==> config.mk <==
export PLATFORM = sky130hd
export DESIGN_NAME = ram8_ctrl_flat
export DESIGN_NICKNAME = d
export VERILOG_FILES = /design/src/rtl/ram8_if.sv /design/src/rtl/ram8_ctrl.sv /design/src/flat_wrapper.sv
export SDC_FILE = /design/constraint.sdc
export NUM_CORES = 1
export LEC_CHECK = 0
export CAP_MARGIN = 30
export CORE_ASPECT_RATIO = 1.4
export CORE_MARGIN = 4
export CORE_UTILIZATION = 50
export CTS_BUF_LIST = sky130_fd_sc_hd__clkbuf_16
export CTS_CLUSTER_DIAMETER = 40
export DETAILED_ROUTE_END_ITERATION = 7
export MAX_ROUTING_LAYER = met4
export PLACE_DENSITY = 0.82
export SLEW_MARGIN = 15
export SYNTH_ARGS = -nofsm -noshare
export SYNTH_HDL_FRONTEND = slang
export SYNTH_SLANG_ARGS = --single-unit
export TNS_END_PERCENT = 100
==> constraint.sdc <==
create_clock -name clk -period 4.55 [get_ports clk]
set_input_delay 0.91 -clock clk [delete_from_list [all_inputs] [get_ports clk]]
set_output_delay 0.91 -clock clk [all_outputs]
set_load 0.02 [all_outputs]
==> src/rtl/ram8_if.sv <==
`default_nettype none
// ============================================================================
//  Module   : ram8_if
//  Purpose  : Request/response bundle between a requester and ram8_ctrl.
//             Request channel : req_valid/req_ready handshake with req_we,
//                               req_addr[2:0], req_wdata[15:0].
//             Response channel: rsp_valid/rsp_ready handshake with
//                               rsp_rdata[15:0].
//             With RAM8_PARITY_EN defined the bundle also carries
//             par_inject (requester -> block) and parity_err (block ->
//             requester).
//  Modports : master (requester side), slave (ram8_ctrl side)
//  Revision : 1.0  initial release
// ============================================================================
interface ram8_if;
    logic        req_valid;
    logic        req_ready;
    logic        req_we;
    logic [2:0]  req_addr;
    logic [15:0] req_wdata;
    logic        rsp_valid;
    logic        rsp_ready;
    logic [15:0] rsp_rdata;
`ifdef RAM8_PARITY_EN
    logic        par_inject;
    logic        parity_err;
`endif

    modport master (
        output req_valid, req_we, req_addr, req_wdata, rsp_ready,
`ifdef RAM8_PARITY_EN
        output par_inject,
        input  parity_err,
`endif
        input  req_ready, rsp_valid, rsp_rdata
    );

    modport slave (
        input  req_valid, req_we, req_addr, req_wdata, rsp_ready,
`ifdef RAM8_PARITY_EN
        input  par_inject,
        output parity_err,
`endif
        output req_ready, rsp_valid, rsp_rdata
    );
endinterface
`default_nettype wire

==> src/rtl/ram8_ctrl.sv <==
`default_nettype none
// ============================================================================
//  Module   : ram8_ctrl
//  Purpose  : Eight-word x 16-bit register memory behind a valid/ready
//             request channel and a one-deep registered read-response slot.
//             Reads have a latency of one cycle; writes produce no response.
//  Ports    : clk  - system clock, rising edge
//             rst  - asynchronous active-high reset
//             bus  - ram8_if.slave (request/response handshake bundle)
//  Options  : RAM8_PARITY_EN - adds an even-parity bit per word, the
//             par_inject input and the parity_err output.
//  Revision : 1.0  initial release
// ============================================================================
module ram8_ctrl (
    input  wire logic clk,
    input  wire logic rst,
    ram8_if.slave     bus
);

    typedef enum logic [0:0] {
        ST_EMPTY = 1'b0,
        ST_FULL  = 1'b1
    } state_t;

    state_t      r_state;
    logic        r_rsp_valid;
    logic [15:0] r_rsp_rdata;
    logic [15:0] r_mem [0:7];
`ifdef RAM8_PARITY_EN
    logic        r_par [0:7];
    logic        r_parity_err;
`endif

    logic w_req_ready;
    logic w_acc_wr;
    logic w_acc_rd;

    // The slot can take a new request if it is empty or being drained now.
    assign w_req_ready = !r_rsp_valid || bus.rsp_ready;
    assign w_acc_wr    = bus.req_valid && w_req_ready &&  bus.req_we;
    assign w_acc_rd    = bus.req_valid && w_req_ready && !bus.req_we;

    assign bus.req_ready = w_req_ready;
    assign bus.rsp_valid = r_rsp_valid;
    assign bus.rsp_rdata = r_rsp_rdata;
`ifdef RAM8_PARITY_EN
    assign bus.parity_err = r_parity_err;
`endif

    always_ff @(posedge clk or posedge rst) begin
        if (rst) begin
            r_state     <= ST_EMPTY;
            r_rsp_valid <= 1'b0;
            r_rsp_rdata <= 16'h0000;
            for (int i = 0; i < 8; i++) begin
                r_mem[i] <= 16'h0000;
`ifdef RAM8_PARITY_EN
                r_par[i] <= 1'b0;
`endif
            end
`ifdef RAM8_PARITY_EN
            r_parity_err <= 1'b0;
`endif
        end else begin
            // A write and a read are never accepted on the same edge, so the
            // read below always sees settled memory contents.
            if (w_acc_wr) begin
                r_mem[bus.req_addr] <= bus.req_wdata;
`ifdef RAM8_PARITY_EN
                r_par[bus.req_addr] <= (^bus.req_wdata) ^ bus.par_inject;
`endif
            end

            if (w_acc_rd) begin
                r_rsp_rdata <= r_mem[bus.req_addr];
`ifdef RAM8_PARITY_EN
                r_parity_err <= (^r_mem[bus.req_addr]) ^ r_par[bus.req_addr];
`endif
            end

            case (r_state)
                ST_EMPTY: begin
                    if (w_acc_rd) begin
                        r_state     <= ST_FULL;
                        r_rsp_valid <= 1'b1;
                    end
                end
                ST_FULL: begin
                    // A read accepted while draining keeps the slot full
                    // with the reloaded data.
                    if (bus.rsp_ready && !w_acc_rd) begin
                        r_state     <= ST_EMPTY;
                        r_rsp_valid <= 1'b0;
                    end
                end
                default: begin
                    r_state     <= ST_EMPTY;
                    r_rsp_valid <= 1'b0;
                end
            endcase
        end
    end

endmodule
`default_nettype wire

==> src/flat_wrapper.sv <==
// flat-port wrapper written by rule: the top's interface ports become plain ports
module ram8_ctrl_flat 
  (clk, rst, bus_req_valid, bus_req_we, bus_req_addr, bus_req_wdata, bus_rsp_ready, bus_req_ready, bus_rsp_valid, bus_rsp_rdata);
  ram8_if bus_i ();
  input  wire logic clk;
  input  wire logic rst;
  input wire logic [$bits(bus_i.req_valid)-1:0] bus_req_valid;
  input wire logic [$bits(bus_i.req_we)-1:0] bus_req_we;
  input wire logic [$bits(bus_i.req_addr)-1:0] bus_req_addr;
  input wire logic [$bits(bus_i.req_wdata)-1:0] bus_req_wdata;
  input wire logic [$bits(bus_i.rsp_ready)-1:0] bus_rsp_ready;
  output wire logic [$bits(bus_i.req_ready)-1:0] bus_req_ready;
  output wire logic [$bits(bus_i.rsp_valid)-1:0] bus_rsp_valid;
  output wire logic [$bits(bus_i.rsp_rdata)-1:0] bus_rsp_rdata;
  assign bus_i.req_valid = bus_req_valid;
  assign bus_i.req_we = bus_req_we;
  assign bus_i.req_addr = bus_req_addr;
  assign bus_i.req_wdata = bus_req_wdata;
  assign bus_i.rsp_ready = bus_rsp_ready;
  assign bus_req_ready = bus_i.req_ready;
  assign bus_rsp_valid = bus_i.rsp_valid;
  assign bus_rsp_rdata = bus_i.rsp_rdata;
  ram8_ctrl u_core (.clk(clk), .rst(rst), .bus(bus_i));
endmodule
==> out/results.txt <==
Proportion of layout cells with a drive suffix above 1 - 34.6%
Sequence of cells on the critical path - clkdlybuf4s50_1 > nand2b_4 > clkdlybuf4s50_1
Power per standard cell area - 518 nW/um2
Chip Height - 147 um
Detail Placement HPWL - 8410 um
Outcome - complete, no violations
Global-route wire length before repair - 23300 um
Category of the most critical setup path - input port to output pin
Clock power share - 31.4%
Portion of the post-synthesis area used by sequential elements - 52.9%
Buffer depth of the longest clock path - 2
Global placer's final weighted congestion - 0.765
Cell-internal power - 2.95 mW
FP Rows - 50
Starting utilization of the core area - 51.3%
Tightest hold margin - 0.447 ns
Post-synthesis register bit count - 146
Highest fanout seen on the critical path - 4
Max_cap viols - 0
Library cell contributing the largest single delay on the critical path - sky130_fd_sc_hd__clkdlybuf4s50_1
Via density per instance - 5.60
Total power - 4.08 mW
Number of distinct library cells after synthesis - 23
Ant diodes - 0
Final critical-path share of the clock period - 67.8%
Width of the die - 107 um
Clock Sink Count - 146
Core ar. - 13500 um2
TritonCTS clock tree - built
Post-Syn Nets - 490
Fill cell total of the finished layout - 1025
RSZ-0062 raised after global routing - false
Ports - 42
Post-CTS Resized - 0
Pleak - 3.62 nW
Level count of the clock H-tree - 4
Avg Cell Area, Syn - 14.8 um2
Die Area - 15800 um2
Area of the mapped netlist - 6910 um2
Detailed-route wire length per cell - 20.3 um
Overall track demand over capacity in global routing - 19.6%
Remaining antenna violation count after routing - 0
Drc violations - 0
Total via count in the routed design - 3916
Share of power burned in combinational logic - 22.5%
Sequential Area - 3650 um2
Post-layout minimum cycle time - 3.08 ns
Count of port buffers added during placement - 41
Final number of hold-violating endpoints - 0
Post-synthesis instance total - 466
Net switching component of the power - 1.12 mW
Worst-case headroom to the max-slew limit - 34.7%
Count of endpoints failing setup in the final report - 0
Warnings, synthesis - 0
Library cell used as clock root buffer - sky130_fd_sc_hd__clkbuf_16
Number of antenna violations at the first check in global routing - 0
Post-CTS clock slew at the launch and capture registers of the worst setup and hold paths - 0.06 ns
Sort of element at the end of the critical path - output pin
Library cell appearing most often on the critical path - sky130_fd_sc_hd__clkdlybuf4s50_1
Number of max-slew violations in the final report - 0
Number of buffers added for setup after CTS - 0
Cts bufs inserted - 17
Startpoint types - input port
Least-Margin Pin Slew - 0.979 ns
Iter 0 DRT Violations - 297
Total wire length - 14200 um
Final sum of negative setup slack - 0 ns
Overall overflow remaining after global route - 0
Path class of the lowest-slack min-delay path - flip-flop to flip-flop
Initial DRT Pass Iterations - 4
Fraction of power spent switching nets - 27.6%
Required time of the critical path - 3.64 ns
Sequential group share of total power - 46.1%
Maximum number of pins on one net before global-route repair - 147
Via count of the first global-routing pass - 4392
Worst-skew pair later-pin latency - 0.42 ns
Achievable clock frequency - 324 MHz
Clock Skew - 0.00760 ns
Post-layout net count - 528
CP peak stage delay - 0.62 ns
Arr. time, crit path - 2.17 ns
Number of buffers added to fix hold violations after cts - 0
Footprint of the multi-input gates - 2980 um2
Relative area change from synthesis to final layout - 14.0%
Max rail drop VDD - 381 uV
==> critical path, delay by kind of cell <==
kind / cells / cell delay [ns]
simple gates: 1 / 0.17
buf+inv: 2 / 1.10
==> sequential cells by signal (all words and copies together) (netlist names) <==
name and cells:
u_core.r_mem 128, u_core.bus.rsp_rdata 16, u_core.bus.rsp_valid 1, u_core.r_state 1
==> path summary, 6_finish.rpt <==
check                                           from                   end  slack (ns)  cells after the start
worst min register to register        u_core.r_state  u_core.bus.rsp_valid        0.45                      1
worst max register to register  u_core.bus.rsp_valid      u_core.r_mem[45]        2.67                      4
worst min-delay path                  u_core.r_state  u_core.bus.rsp_valid        0.45                      1
max in group asynchronous                        rst      u_core.r_mem[70]        2.91                      3
min in group asynchronous                        rst       u_core.r_mem[4]        1.02                      3
worst max-delay path                   bus_rsp_ready         bus_req_ready        1.47                      3
==> power groups by stage <==
stage | combinational, mW | clock (mW) | sequential, mW
CTS | 0.928 | 1.30 | 1.88
detailed placement | 0.919 | 0 | 1.89
finish | 0.918 | 1.28 | 1.88
global placement | 0.880 | 0 | 1.86
global route | 0.996 | 1.37 | 1.92
floorplan | 0.646 | 0 | 1.88
==> metal layers <==
layer	track usage, %	share of wire, %
met1	25.3	43
met2	30.9	50
met3	4.75	4.9
met4	5.89	1.7
met5	-	0
==> kinds of logic (layout without fill, tap and decap cells) <==
logic type	Yosys count	count (layout)	synth area share (%)
mux	192	192	33.4
flops	146	146	52.9
compound gates	51	51	4.31
simple gates	49	49	5.47
buf+inv	28	79	3.90
==> layout make-up <==
cell class,instances,area share [%]
Sequential cell,146,46.4
Inverter,2,0.143
Clock inverter,15,1.51
Clock buffer,17,5.41
Multi-Input combinational cell,292,37.9
Timing Repair Buffer,45,5.72
Tap cell,182,2.89
==> layout by cell type (no fill, tap or decap), types with 2 or more instances in the layout <==
cell type	instances
sky130_fd_sc_hd__mux2_2	68
sky130_fd_sc_hd__dfrtp_1	146
sky130_fd_sc_hd__mux2i_1	64
sky130_fd_sc_hd__clkbuf_16	17
sky130_fd_sc_hd__clkdlybuf4s50_1	40
sky130_fd_sc_hd__buf_4	4
sky130_fd_sc_hd__nand2b_1	2
sky130_fd_sc_hd__clkinvlp_4	6
sky130_fd_sc_hd__a21oi_1	17
sky130_fd_sc_hd__o22ai_1	32
sky130_fd_sc_hd__clkinv_2	6
sky130_fd_sc_hd__nor2_8	8
sky130_fd_sc_hd__mux2_4	60
sky130_fd_sc_hd__nor2_1	33
==> synth_stat cells, drive strengths merged <==
cell | n | area [um2]
a21o | 1 | 7.51
a21oi | 17 | 85.1
and3b | 1 | 10.0
buf | 23 | 250
clkbuf | 3 | 11.3
dfrtp | 146 | 3650
inv | 2 | 7.51
mux2 | 128 | 1670
mux2i | 64 | 641
nand2 | 1 | 6.26
nand2b | 3 | 26.3
nand4 | 1 | 21.3
nand4b | 1 | 23.8
nor2 | 41 | 284
o21ai | 1 | 5.00
o22ai | 32 | 200
or2 | 1 | 6.26
==> stage by stage <==
stage / worst slack (ns) / util [%] / instances / instance area (um2)
5_1_grt: 1.43 / 58.5 / 699 / 7870
4_1_cts: 1.46 / 58.5 / 699 / 7870
3_5_place_dp: 1.46 / 54.5 / 667 / 7330
3_3_place_gp: 1.48 / 54.5 / 667 / 7330
6_report: 1.47 / 58.5 / 699 / 7870
2_1_floorplan: 1.81 / - / 466 / 6910
(Power assumes the default switching activity.)
